File: src/rtl/dmem_pkg.sv
// Shared types for the data-memory bridge: FSM states, store-buffer entry and defaults.
package dmem_pkg;

    localparam int unsigned N_DEF        = 64;
    localparam int unsigned SB_DEPTH_DEF = 2;

    typedef enum logic [2:0] {
        IDLE,
        DRAIN,
        RD_REQ,
        RD_WAIT,
        RD_DONE
    } state_t;

    typedef struct packed {
        logic [N_DEF-1:0] addr;
        logic [N_DEF-1:0] data;
    } sb_entry_t;

endpackage

File: src/rtl/store_fifo.sv
// In-order store buffer: power-of-two depth FIFO with occupancy count and head output.
module store_fifo #(
    parameter  int unsigned DEPTH = 2,
    parameter  int unsigned W     = 128,
    localparam int unsigned CW    = $clog2(DEPTH + 1)
) (
    input  logic          clk,
    input  logic          rst,
    input  logic          i_push,
    input  logic [W-1:0]  i_data,
    input  logic          i_pop,
    output logic          o_full,
    output logic          o_empty,
    output logic [CW-1:0] o_count,
    output logic [W-1:0]  o_head
);

    localparam int unsigned PW = $clog2(DEPTH);

    logic [W-1:0]  r_mem [DEPTH];
    logic [PW-1:0] r_wr;
    logic [PW-1:0] r_rd;
    logic [CW-1:0] r_count;
    logic          w_push;
    logic          w_pop;

    assign o_full  = (r_count == CW'(DEPTH));
    assign o_empty = (r_count == '0);
    assign o_count = r_count;
    assign o_head  = r_mem[r_rd];
    assign w_push  = i_push & ~o_full;
    assign w_pop   = i_pop & ~o_empty;

    // Pointers wrap naturally because DEPTH is a power of two.
    always_ff @(posedge clk or posedge rst) begin
        if (rst) begin
            r_wr    <= '0;
            r_rd    <= '0;
            r_count <= '0;
        end else begin
            if (w_push) r_wr <= r_wr + PW'(1);
            if (w_pop)  r_rd <= r_rd + PW'(1);
            case ({w_push, w_pop})
                2'b10:   r_count <= r_count + CW'(1);
                2'b01:   r_count <= r_count - CW'(1);
                default: r_count <= r_count;
            endcase
        end
    end

    always_ff @(posedge clk) begin
        if (w_push) r_mem[r_wr] <= i_data;
    end

endmodule

File: src/rtl/dmem_bridge.sv
// Single-cycle data-memory port to multi-cycle req/ready + rvalid RAM bridge,
// with posted stores in an in-order buffer and stalling loads.
module dmem_bridge
    import dmem_pkg::*;
#(
    parameter int unsigned N        = N_DEF,
    parameter int unsigned SB_DEPTH = SB_DEPTH_DEF
) (
    input  logic         clk,
    input  logic         reset,
    input  logic [N-1:0] DM_addr,
    input  logic [N-1:0] DM_writeData,
    input  logic         DM_writeEnable,
    input  logic         DM_readEnable,
    output logic [N-1:0] DM_readData,
    output logic         stall,
    output logic         mem_req,
    output logic         mem_we,
    output logic [N-1:0] mem_addr,
    output logic [N-1:0] mem_wdata,
    input  logic         mem_ready,
    input  logic         mem_rvalid,
    input  logic [N-1:0] mem_rdata
);

    localparam int unsigned CW = $clog2(SB_DEPTH + 1);

    state_t          r_state;
    state_t          w_next;
    logic [N-1:0]    r_rdata;
    logic            w_full;
    logic            w_empty;
    logic [CW-1:0]   w_count;
    logic [2*N-1:0]  w_head;
    logic            w_drain_st;
    logic            w_push;
    logic            w_pop;

    assign w_drain_st = (r_state == IDLE) || (r_state == DRAIN);
    assign w_pop      = w_drain_st & ~w_empty & mem_ready;
    // A simultaneous load and store is treated as a load only.
    assign w_push     = DM_writeEnable & ~DM_readEnable & ~stall;

    store_fifo #(
        .DEPTH (SB_DEPTH),
        .W     (2 * N)
    ) u_fifo (
        .clk     (clk),
        .rst     (reset),
        .i_push  (w_push),
        .i_data  ({DM_addr, DM_writeData}),
        .i_pop   (w_pop),
        .o_full  (w_full),
        .o_empty (w_empty),
        .o_count (w_count),
        .o_head  (w_head)
    );

    always_ff @(posedge clk or posedge reset) begin
        if (reset) begin
            r_state <= IDLE;
            r_rdata <= '0;
        end else begin
            r_state <= w_next;
            if (r_state == RD_WAIT && mem_rvalid) r_rdata <= mem_rdata;
        end
    end

    always_comb begin
        w_next    = r_state;
        stall     = 1'b0;
        mem_req   = 1'b0;
        mem_we    = 1'b0;
        mem_addr  = '0;
        mem_wdata = '0;
        if (w_drain_st && !w_empty) begin
            mem_req   = 1'b1;
            mem_we    = 1'b1;
            mem_addr  = w_head[2*N-1:N];
            mem_wdata = w_head[N-1:0];
        end
        case (r_state)
            IDLE: begin
                if (DM_readEnable) begin
                    stall  = 1'b1;
                    w_next = w_empty ? RD_REQ : DRAIN;
                end else begin
                    stall = DM_writeEnable & w_full;
                end
            end
            DRAIN: begin
                stall = 1'b1;
                // The last entry may already have left while still in IDLE.
                if (w_empty || (w_count == CW'(1) && w_pop)) w_next = RD_REQ;
            end
            RD_REQ: begin
                stall    = 1'b1;
                mem_req  = 1'b1;
                mem_addr = DM_addr;
                if (mem_ready) w_next = RD_WAIT;
            end
            RD_WAIT: begin
                stall = 1'b1;
                if (mem_rvalid) w_next = RD_DONE;
            end
            RD_DONE: w_next = IDLE;
            default: w_next = IDLE;
        endcase
    end

    assign DM_readData = r_rdata;

endmodule

File: config.mk
export PLATFORM = sky130hd
export DESIGN_NAME = dmem_bridge
export DESIGN_NICKNAME = d
export VERILOG_FILES = /design/src/rtl/dmem_pkg.sv /design/src/rtl/store_fifo.sv /design/src/rtl/dmem_bridge.sv
export SDC_FILE = /design/constraint.sdc
export NUM_CORES = 1
export LEC_CHECK = 0
export ABC_AREA = 1
export ABC_CLOCK_PERIOD_IN_PS = 9500
export BUFFER_PORTS_ARGS = -buffer_cell sky130_fd_sc_hd__buf_4
export CORE_MARGIN = 8
export CORE_UTILIZATION = 40
export CTS_CLUSTER_DIAMETER = 120
export DETAILED_ROUTE_END_ITERATION = 10
export SKIP_CTS_REPAIR_TIMING = 1
export SLEW_MARGIN = 0
export SYNTH_ARGS = -nofsm -noshare
export SYNTH_HDL_FRONTEND = slang
export SYNTH_HIERARCHICAL = 1
export SYNTH_SLANG_ARGS = --single-unit
File: constraint.sdc
create_clock -name clk -period 9.5 [get_ports clk]
set_input_delay 1.9 -clock clk [delete_from_list [all_inputs] [get_ports clk]]
set_output_delay 1.9 -clock clk [all_outputs]
set_load 0.005 [all_outputs]
==> flow_summary.toml, run 1 <==
[yosys]
syn-instance-count = 1359
netlist_area_um2 = 14200
synth_nets = 1558
yosysSeqAreaShare = 0.669
ys_seq_elements = 327
ys_warn_count = 6
synth.avg_cell_area_um2 = 10.4
yosys.cell_types.count = 20

[place]
gp_congestion = 0.774
dp_hpwl_mm = 25.3
numPortBuffers = 392
placed_cell_area_um2 = 17300

[timing]
rsz0062_at_grt = "no"
period_share = 0.515
hold_violations = 0
fin_setup_tns_ns = 0
fmax_ghz = 0.204
setup_viol = 0
drv_slew = 0
finalHoldWorstSlack_ns = 0.480
tightest_slew_ns = 1.11
finalClockSkew_ns = 0.0126
period_needed_ns = 4.89
relSlewSlack = 0.262

[critical_path]
slowest_delay_ns = 0.93
crit_type = "register to output pin"
reg2reg_slack_ns = 6.38
cp_max_fo = 93
crit_arrival_ns = 2.99
startpoint_type = "register"
crit_path_top_delay_cell = "buf_4"
cp.required_ns = 7.60
cp-end-kind = "output pin"
crit_chain = "buf_4 > nand2_1 > o21ai_2 > nand2_1 > o21ai_0 > buf_4"
crit_buf_inv = 2
critical_path.top_delay_family = "buffers and inverters"

[job]
drv_cap = 0

[cells_and_area]
fin_nets = 1935
final_common_cell = "nand2_1"
final_cell_mix = "nand2_1, buf_4, inv_1"
fillers = 3198
antennaDiodeCount = 0
drive_gt1_frac = 0.303
syn_to_final_growth_pct = 29.9
final_cell_area_um2 = 18400
utilization = 0.522

[routing]
route.final.wire_length_mm = 36.7
drcViolationCount = 0
first_pass_iters = 4
dr_total_vias = 9964
routedWlPerCell_um = 16.5
vias_per_cell = 4.48
postRouteAntennaNets = 0
drt-initial-drc-count = 473

[grt]
antenna_found_initial = 1
grt_pass1_wl_mm = 56.7
grt_max_degree = 94
gr-usage-all-layers = 0.171
grt_pass1_vias = 10054
grt.overflow.total = 0

[pwr]
p_leak_nw = 8.65
power_density_nw_per_um2 = 276
ir_worst_vdd_uv = 153

[run_status]
status = "finished clean"

[hold_path]
hold_class = "register to register"

[clocking]
numClockSinks = 327
clk_path_buf_depth = 3
numCtsBuffers = 36
h-tree-depth = 2
clkTransAtPathRegs_ns = 0.06
insertion_delay_ns = 0.51
cts_root_buf = "clkbuf_16"
tritoncts = "built"

[die]
start_util = 0.402
die_h_um = 204
dieArea_um2 = 41700
row_count = 69
ios = 393
die_x_um = 204
coreArea_um2 = 35200
## tightest hold or removal path, cell delays in order (launching register included)
cell and delay (ns):
dfrtp_1 0.34, nand2_1 0.05, nand2_1 0.05
## registers in the layout, summed over array words and instances (netlist names)
| register | cells |
|---|---|
| u_fifo/r_mem | 256 |
| DM_readData | 64 |
| u_fifo/o_count | 2 |
| u_fifo/r_wr | 1 |
| r_state | 3 |
| u_fifo/r_rd | 1 |
## path summary, 6_finish.rpt
kind,endpoint,cells after the start,startpoint
hold reg to reg,DM_readData[20],2,DM_readData[20]
hold / removal,DM_readData[20],2,DM_readData[20]
setup / recovery,mem_addr[3],6,u_fifo/r_rd
max in group asynchronous,DM_readData[63],3,reset
setup reg to reg,u_fifo/r_mem[0][44],10,u_fifo/o_count[1]
min in group asynchronous,u_fifo/r_wr,2,reset
## cells in the mapped netlist, drive strengths merged
master | n | area share
edfxtp | 256 | 0.54
nor2 | 73 | 0.019
inv | 277 | 0.073
ha | 1 | 0.00088
a21oi | 2 | 0.00071
dfrtp | 71 | 0.13
xnor2 | 1 | 0.00062
nand3b | 1 | 0.00053
nand4 | 2 | 0.00088
clkbuf | 11 | 0.0029
nand3 | 7 | 0.0025
buf | 53 | 0.033
nand2 | 410 | 0.11
and2 | 1 | 0.00044
o21ai | 193 | 0.088
## power breakdown
part / switching, W / internal, W
sequential: 0.000135 / 0.00176
clock: 0.000542 / 0.000771
combinational: 0.00104 / 0.000830
total: 0.00172 / 0.00336
## cell type report
cell class                 count  area [um2]  area share
clock buffer                  45         956      0.0520
clock inverter                21         159     0.00864
inverter                     277        1040      0.0567
multi-input combinational    691        3160       0.172
sequential                   327        9470       0.515
tap                          461         577      0.0314
timing repair buffer         403        3030       0.165
## metal layers
metal	global-route usage	wire length [um]	vias to the layer above
li1	-	-	5029
met1	0.213	15200	4581
met2	0.288	17700	307
met3	0.0564	3170	45
met4	0.0383	614	2
met5	0	10	-
## cells by family after synthesis
kind of cell    after synthesis  synth area share
buf+inv                     341             0.109
xor+xnor                      1          0.000619
flops                       327             0.669
fa+ha+maj                     1          0.000884
simple gates                494             0.132
compound gates              195            0.0883
## metrics by stage
step	setup WS, ns	instances	power [W]
detailed placement	4.86	2159	0.00384
finish	4.61	2225	0.00508
global route	4.36	2225	0.00543
CTS	4.55	2225	0.00518
global placement	4.85	2159	0.00382
floorplan	1.16	1359	0.00295
Note: power is estimated with default switching activity, not from simulation.
==> run 2, diff against run 1 <==
ABC_AREA = 0   (was 1)
ABC_CLOCK_PERIOD_IN_PS = 4800   (was 9500)
clock period = 4.8 ns   (was 9.5 ns; I/O delays follow)
==> run 2 against run 1 <==
Net effect: setup slack worse by 3.5 ns; critical path type unchanged; register-to-register slack worse by 4.4 ns; synthesized cell count is 46% lower; sequential share of layout area increased by 1.6 points; cell count fell by 28%; non-clock buffer count is 2 higher; via count shrank 22%; global-route usage is 0.88 points lower; power increased by 110%; flip-flop and latch count unchanged.
==> flow_summary.toml, run 2 <==
[yosys]
synth_compound_area_frac = 0.0461
synth_nets = 932
synthTopCellsByArea = "edfxtp_1, dfrtp_1, mux2_2"
ys_async_sr_fraction = 0.217
ys.flop_type = "edfxtp_1"
yosysSeqAreaShare = 0.702
netlist_area_um2 = 13500
yosysMostFrequentCell = "edfxtp_1"
synth-simple-area-share = 0.0402
synth_edf_count = 256
synth.avg_cell_area_um2 = 18.4
yosys.cell_types.count = 34
synth_xor_area_frac = 0.00325
syn-instance-count = 733
yosysTopAreaCell = "edfxtp_1"
synth_top_family_by_area = "multiplexers"
ys_top_cells_by_count = "edfxtp_1, mux2_2, dfrtp_1"
ys_warn_count = 6
synthMuxAreaShare = 0.174
yosysTopAreaCellShare = 0.570
synthAdderAreaFrac = 0.000928
ys_seq_elements = 327

[timing]
relSlewSlack = 0.143
rsz0062_at_grt = "no"
tightest_slew_ns = 1.28
fmax_ghz = 0.269
fin_ws_ns = 1.09
period_needed_ns = 3.71
hold_violations = 0
fin_setup_tns_ns = 0
drv_slew = 0
finalClockSkew_ns = 0.0156
period_share = 0.774
setup_viol = 0

[grt]
antenna_found_initial = 0
grt.overflow.total = 0
grt_pass1_wl_mm = 49.4
grt_max_degree = 78
gr-usage-all-layers = 0.163
grt_pass1_vias = 8205

[run_status]
status = "finished clean"

[critical_path]
crit_arrival_ns = 2.75
cp-end-kind = "output pin"
cp.required_ns = 3.84
critPathCapture = "mem_addr[59]"
startpoint_type = "register"
worstReg2RegEnd = "u_fifo/r_mem[0][92]"
reg2regPathDepth = 8
setup.worst_path.start = "r_state[1]"
reg2reg_slack_ns = 1.97
cp_max_fo = 51
crit_type = "register to output pin"
r2r_start = "u_fifo/o_count[0]"

[die]
die_h_um = 200
start_util = 0.404
die_x_um = 200
ios = 393
row_count = 67
coreArea_um2 = 33400
dieArea_um2 = 39800

[routing]
routedWlPerCell_um = 21.1
drcViolationCount = 0
postRouteAntennaNets = 0
route.final.wire_length_mm = 34.0
drt-initial-drc-count = 300
vias_per_cell = 4.85
dr_total_vias = 7808
first_pass_iters = 4

[place]
dp_hpwl_mm = 24.1
placed_cell_area_um2 = 16700
gp_congestion = 0.743
placement.setup.worst_slack_ns = 1.56
numPortBuffers = 392

[cells_and_area]
drive_gt1_frac = 0.565
largest_reg_flops = 256
syn_to_final_growth_pct = 32.3
final_cell_mix = "buf_4, edfxtp_1, mux2_2"
final_cell_area_um2 = 17800
fillers = 2818
antennaDiodeCount = 0
fin_nets = 1332
max_flop_register = "u_fifo/r_mem"
final_common_cell = "buf_4"

[clocking]
cts_root_buf = "clkbuf_16"
numCtsBuffers = 36
h-tree-depth = 2
clkTransAtPathRegs_ns = 0.06
numClockSinks = 327
tritoncts = "built"
clk_path_buf_depth = 3
insertion_delay_ns = 0.51

[job]
drv_cap = 0

[pwr]
power_density_nw_per_um2 = 603
p_leak_nw = 7.30
ir_worst_vdd_uv = 322

[hold_path]
hold_class = "input port to asynchronous set/reset pin"
==> run 2: cell count changes in the layout (fill, tap and decap cells not counted), moves of 33 or more <==
cell     before  now
a22o_1        0   66
inv_1       272    3
mux2_4        0   49
nor2_1       72    6
and2_1        1   65
nand2_1     408    2
o21ai_2      73    0
mux2_2        0  143
o21ai_0      87    3
o21ai_1      33    0
==> run 2: worst min path at each step <==
| stage | from | endpoint | slack, ns |
|---|---|---|---|
| floorplan | u_fifo/o_count[1] | u_fifo/o_count[1] | 0.48 |
| global placement | DM_readData[49] | DM_readData[49] | 0.49 |
| detailed placement | DM_readData[5] | DM_readData[5] | 0.49 |
| CTS | reset | u_fifo/r_wr | 0.34 |
| global route | reset | u_fifo/r_wr | 0.36 |
| finish | reset | u_fifo/r_wr | 0.37 |
==> run 2: layout make-up <==
| cell class | instances | area (um2) | area share |
|---|---|---|---|
| Clock inverter | 19 | 149 | 0.00835 |
| Tap cell | 448 | 561 | 0.0314 |
| Clock buffer | 47 | 973 | 0.0546 |
| Inverter | 5 | 20.0 | 0.00112 |
| Timing Repair Buffer | 405 | 3080 | 0.173 |
| Multi-Input combinational cell | 358 | 3590 | 0.201 |
| Sequential cell | 327 | 9470 | 0.531 |
==> run 2: power by group <==
group          total (W)  internal [W]  switching (W)
sequential       0.00394       0.00359       0.000343
clock            0.00261       0.00154        0.00106
combinational    0.00421       0.00250        0.00171
total             0.0108       0.00763        0.00312
==> run 2: logic make-up (layout without fill, tap and decap cells) <==
kind of cell             after synthesis  after routing
AND/OR/NAND/NOR                       87             87
buffers and inverters                 48            476
multiplexers                         192            192
XOR/XNOR                               5              5
adder cells (fa/ha/maj)                1              1
AO/OA/AOI/OAI                         73             73
flip-flops                           327            327
==> run 2: per-stage QoR <==
step / util / hold slack, ns / total power (W) / instances
after floorplan: - / 0.478 / 0.00633 / 733
after global placement: 0.501 / 0.490 / 0.00827 / 1543
after detailed placement: 0.501 / 0.493 / 0.00830 / 1543
after CTS: 0.535 / 0.341 / 0.0110 / 1609
after global routing: 0.535 / 0.361 / 0.0114 / 1609
final: 0.535 / 0.366 / 0.0108 / 1609
==> run 2: critical path, cell delays in order (launching register included) <==
cell,delay (ns)
dfrtp_1,0.54
nand2b_4,0.11
nor2_4,0.94
buf_4,0.34
a22o_1,0.15
buf_4,0.11
==> run 2: per-layer routing <==
layer  GRT usage  up-vias  part of all wire
met3      0.0621       40              0.10
met2       0.266      321              0.47
met1       0.203     3840              0.41
met4      0.0362        0             0.014
li1            -     3607                 -
met5           0        -                 0
==> run 3, diff against run 2 <==
ABC_CLOCK_PERIOD_IN_PS = 3500   (was 4800)
clock period = 3.5 ns   (was 4.8 ns; I/O delays follow)
==> run 3 against run 2 <==
Net effect: cell count barely moved; clock power rose by 34%; sequential power rose by 36%; setup slack worse by 0.75 ns; count of clock-buffer cells in the layout is 1 lower; register-to-register slack worse by 1.0 ns; wire length is 0.68% higher; largest cell class unchanged; cell area up 0.39%; critical path depth increased by 1; clock skew increased by 0.0022 ns; critical path type unchanged.
==> flow_summary.toml, run 3 (synthesized netlist as in run 2, its figures left out) <==
[die]
row_count = 67
die_h_um = 200
die_x_um = 200
start_util = 0.404
dieArea_um2 = 39800
coreArea_um2 = 33400
ios = 393

[critical_path]
crit_arrival_ns = 2.46
r2r_start = "u_fifo/o_count[0]"
cp-end-kind = "output pin"
worstReg2RegEnd = "u_fifo/r_mem[0][56]"
startpoint_type = "register"
crit_type = "register to output pin"
reg2reg_slack_ns = 0.94
cp_max_fo = 130
reg2regPathDepth = 8
setup.worst_path.start = "u_fifo/o_count[0]"
cp.required_ns = 2.80

[place]
dp_hpwl_mm = 23.5
placement.setup.worst_slack_ns = 0.914
placed_cell_area_um2 = 16800
gp_congestion = 0.754
numPortBuffers = 392

[clocking]
numCtsBuffers = 36
clk_path_buf_depth = 3
tritoncts = "built"
clkTransAtPathRegs_ns = 0.06
h-tree-depth = 2
numClockSinks = 327
cts_root_buf = "clkbuf_16"
insertion_delay_ns = 0.50

[grt]
grt_pass1_wl_mm = 50.3
antenna_found_initial = 2
gr-usage-all-layers = 0.165
grt.overflow.total = 0
grt_max_degree = 131
grt_pass1_vias = 8388

[cells_and_area]
regArea_um2 = 9470
final_common_cell = "buf_4"
utilization = 0.537
multiInputGateArea_um2 = 3590
final_cell_area_um2 = 17900
syn_to_final_growth_pct = 32.8
final_cell_mix = "buf_4, edfxtp_1, mux2_2"
max_flop_register = "u_fifo/r_mem"
fillers = 2836
fin_nets = 1332
drive_gt1_frac = 0.567
largest_reg_flops = 256
antennaDiodeCount = 0

[pwr]
power_density_nw_per_um2 = 824
ir_worst_vdd_uv = 556
finalPower_w = 0.0148
p_leak_nw = 7.32

[routing]
drt-initial-drc-count = 277
route.final.wire_length_mm = 34.2
vias_per_cell = 4.85
wl_met3_mm = 3.78
drcViolationCount = 0
wl_met1_mm = 13.9
wl_met2_mm = 16.2
first_pass_iters = 5
dr_total_vias = 7802
highest_layer = "met5"
routedWlPerCell_um = 21.3
postRouteAntennaNets = 0

[timing]
drv_slew = 0
period_needed_ns = 3.16
finalClockSkew_ns = 0.0178
fmax_ghz = 0.316
fin_setup_tns_ns = 0
setup_viol = 0
period_share = 0.904
relSlewSlack = 0.477
fin_ws_ns = 0.336
tightest_slew_ns = 0.784
hold_violations = 0
rsz0062_at_grt = "no"

[job]
drv_cap = 0

[run_status]
status = "finished clean"

[hold_path]
hold_class = "input port to asynchronous set/reset pin"
==> run 3: cell count changes in the layout (fill, tap and decap cells not counted), sizes merged <==
cell / previous run / this run
bufinv: 2 / 1
clkbuf: 47 / 46
clkinv: 15 / 16
==> run 3: how the worst max path moves through the flow <==
stage | end | slack (ns) | cells past startpoint
4_1_cts | mem_addr[53] | 0.38 | 6
6_report | mem_addr[47] | 0.34 | 6
3_3_place_gp | u_fifo/r_mem[0][53] | 0.92 | 8
5_1_grt | mem_addr[5] | 0.27 | 6
2_1_floorplan | u_fifo/r_mem[0][0] | 0.05 | 7
3_5_place_dp | u_fifo/r_mem[0][50] | 0.91 | 5
==> run 3: critical path, cell delays in order (launching register included) <==
cell and delay, ns:
dfrtp_1 0.43, nor2_1 0.36, or3_4 0.22, clkinv_2 0.06, buf_12 0.19, a22o_1 0.38
buf_4 0.14
==> run 3: per-layer routing <==
layer | GRT usage | up-vias
li1 | - | 3598
met1 | 0.202 | 3850
met2 | 0.268 | 317
met3 | 0.0726 | 33
met4 | 0.0316 | 4
met5 | 0 | -
==> run 3: power by group <==
part	switching, W	internal (W)	leakage (nW)	total, W
logic	0.00245	0.00346	3.60	0.00591
registers	0.000415	0.00493	3.17	0.00534
clock network	0.00145	0.00206	0.549	0.00351
total	0.00431	0.0104	7.32	0.0148
==> run 3: cell type report <==
class	count	share of cell area
multi-input cells	358	0.200
repair buffers	405	0.177
clock buffers	46	0.0547
well taps	448	0.0313
flip-flops and latches	327	0.529
clock inverters	19	0.00692
inverters	5	0.00112
==> run 3: through the flow <==
stage / cells / hold WS [ns]
finish: 1608 / 0.0912
global route: 1608 / 0.0866
detailed placement: 1543 / 0.493
global placement: 1543 / 0.489
floorplan: 733 / 0.466
CTS: 1608 / 0.0740
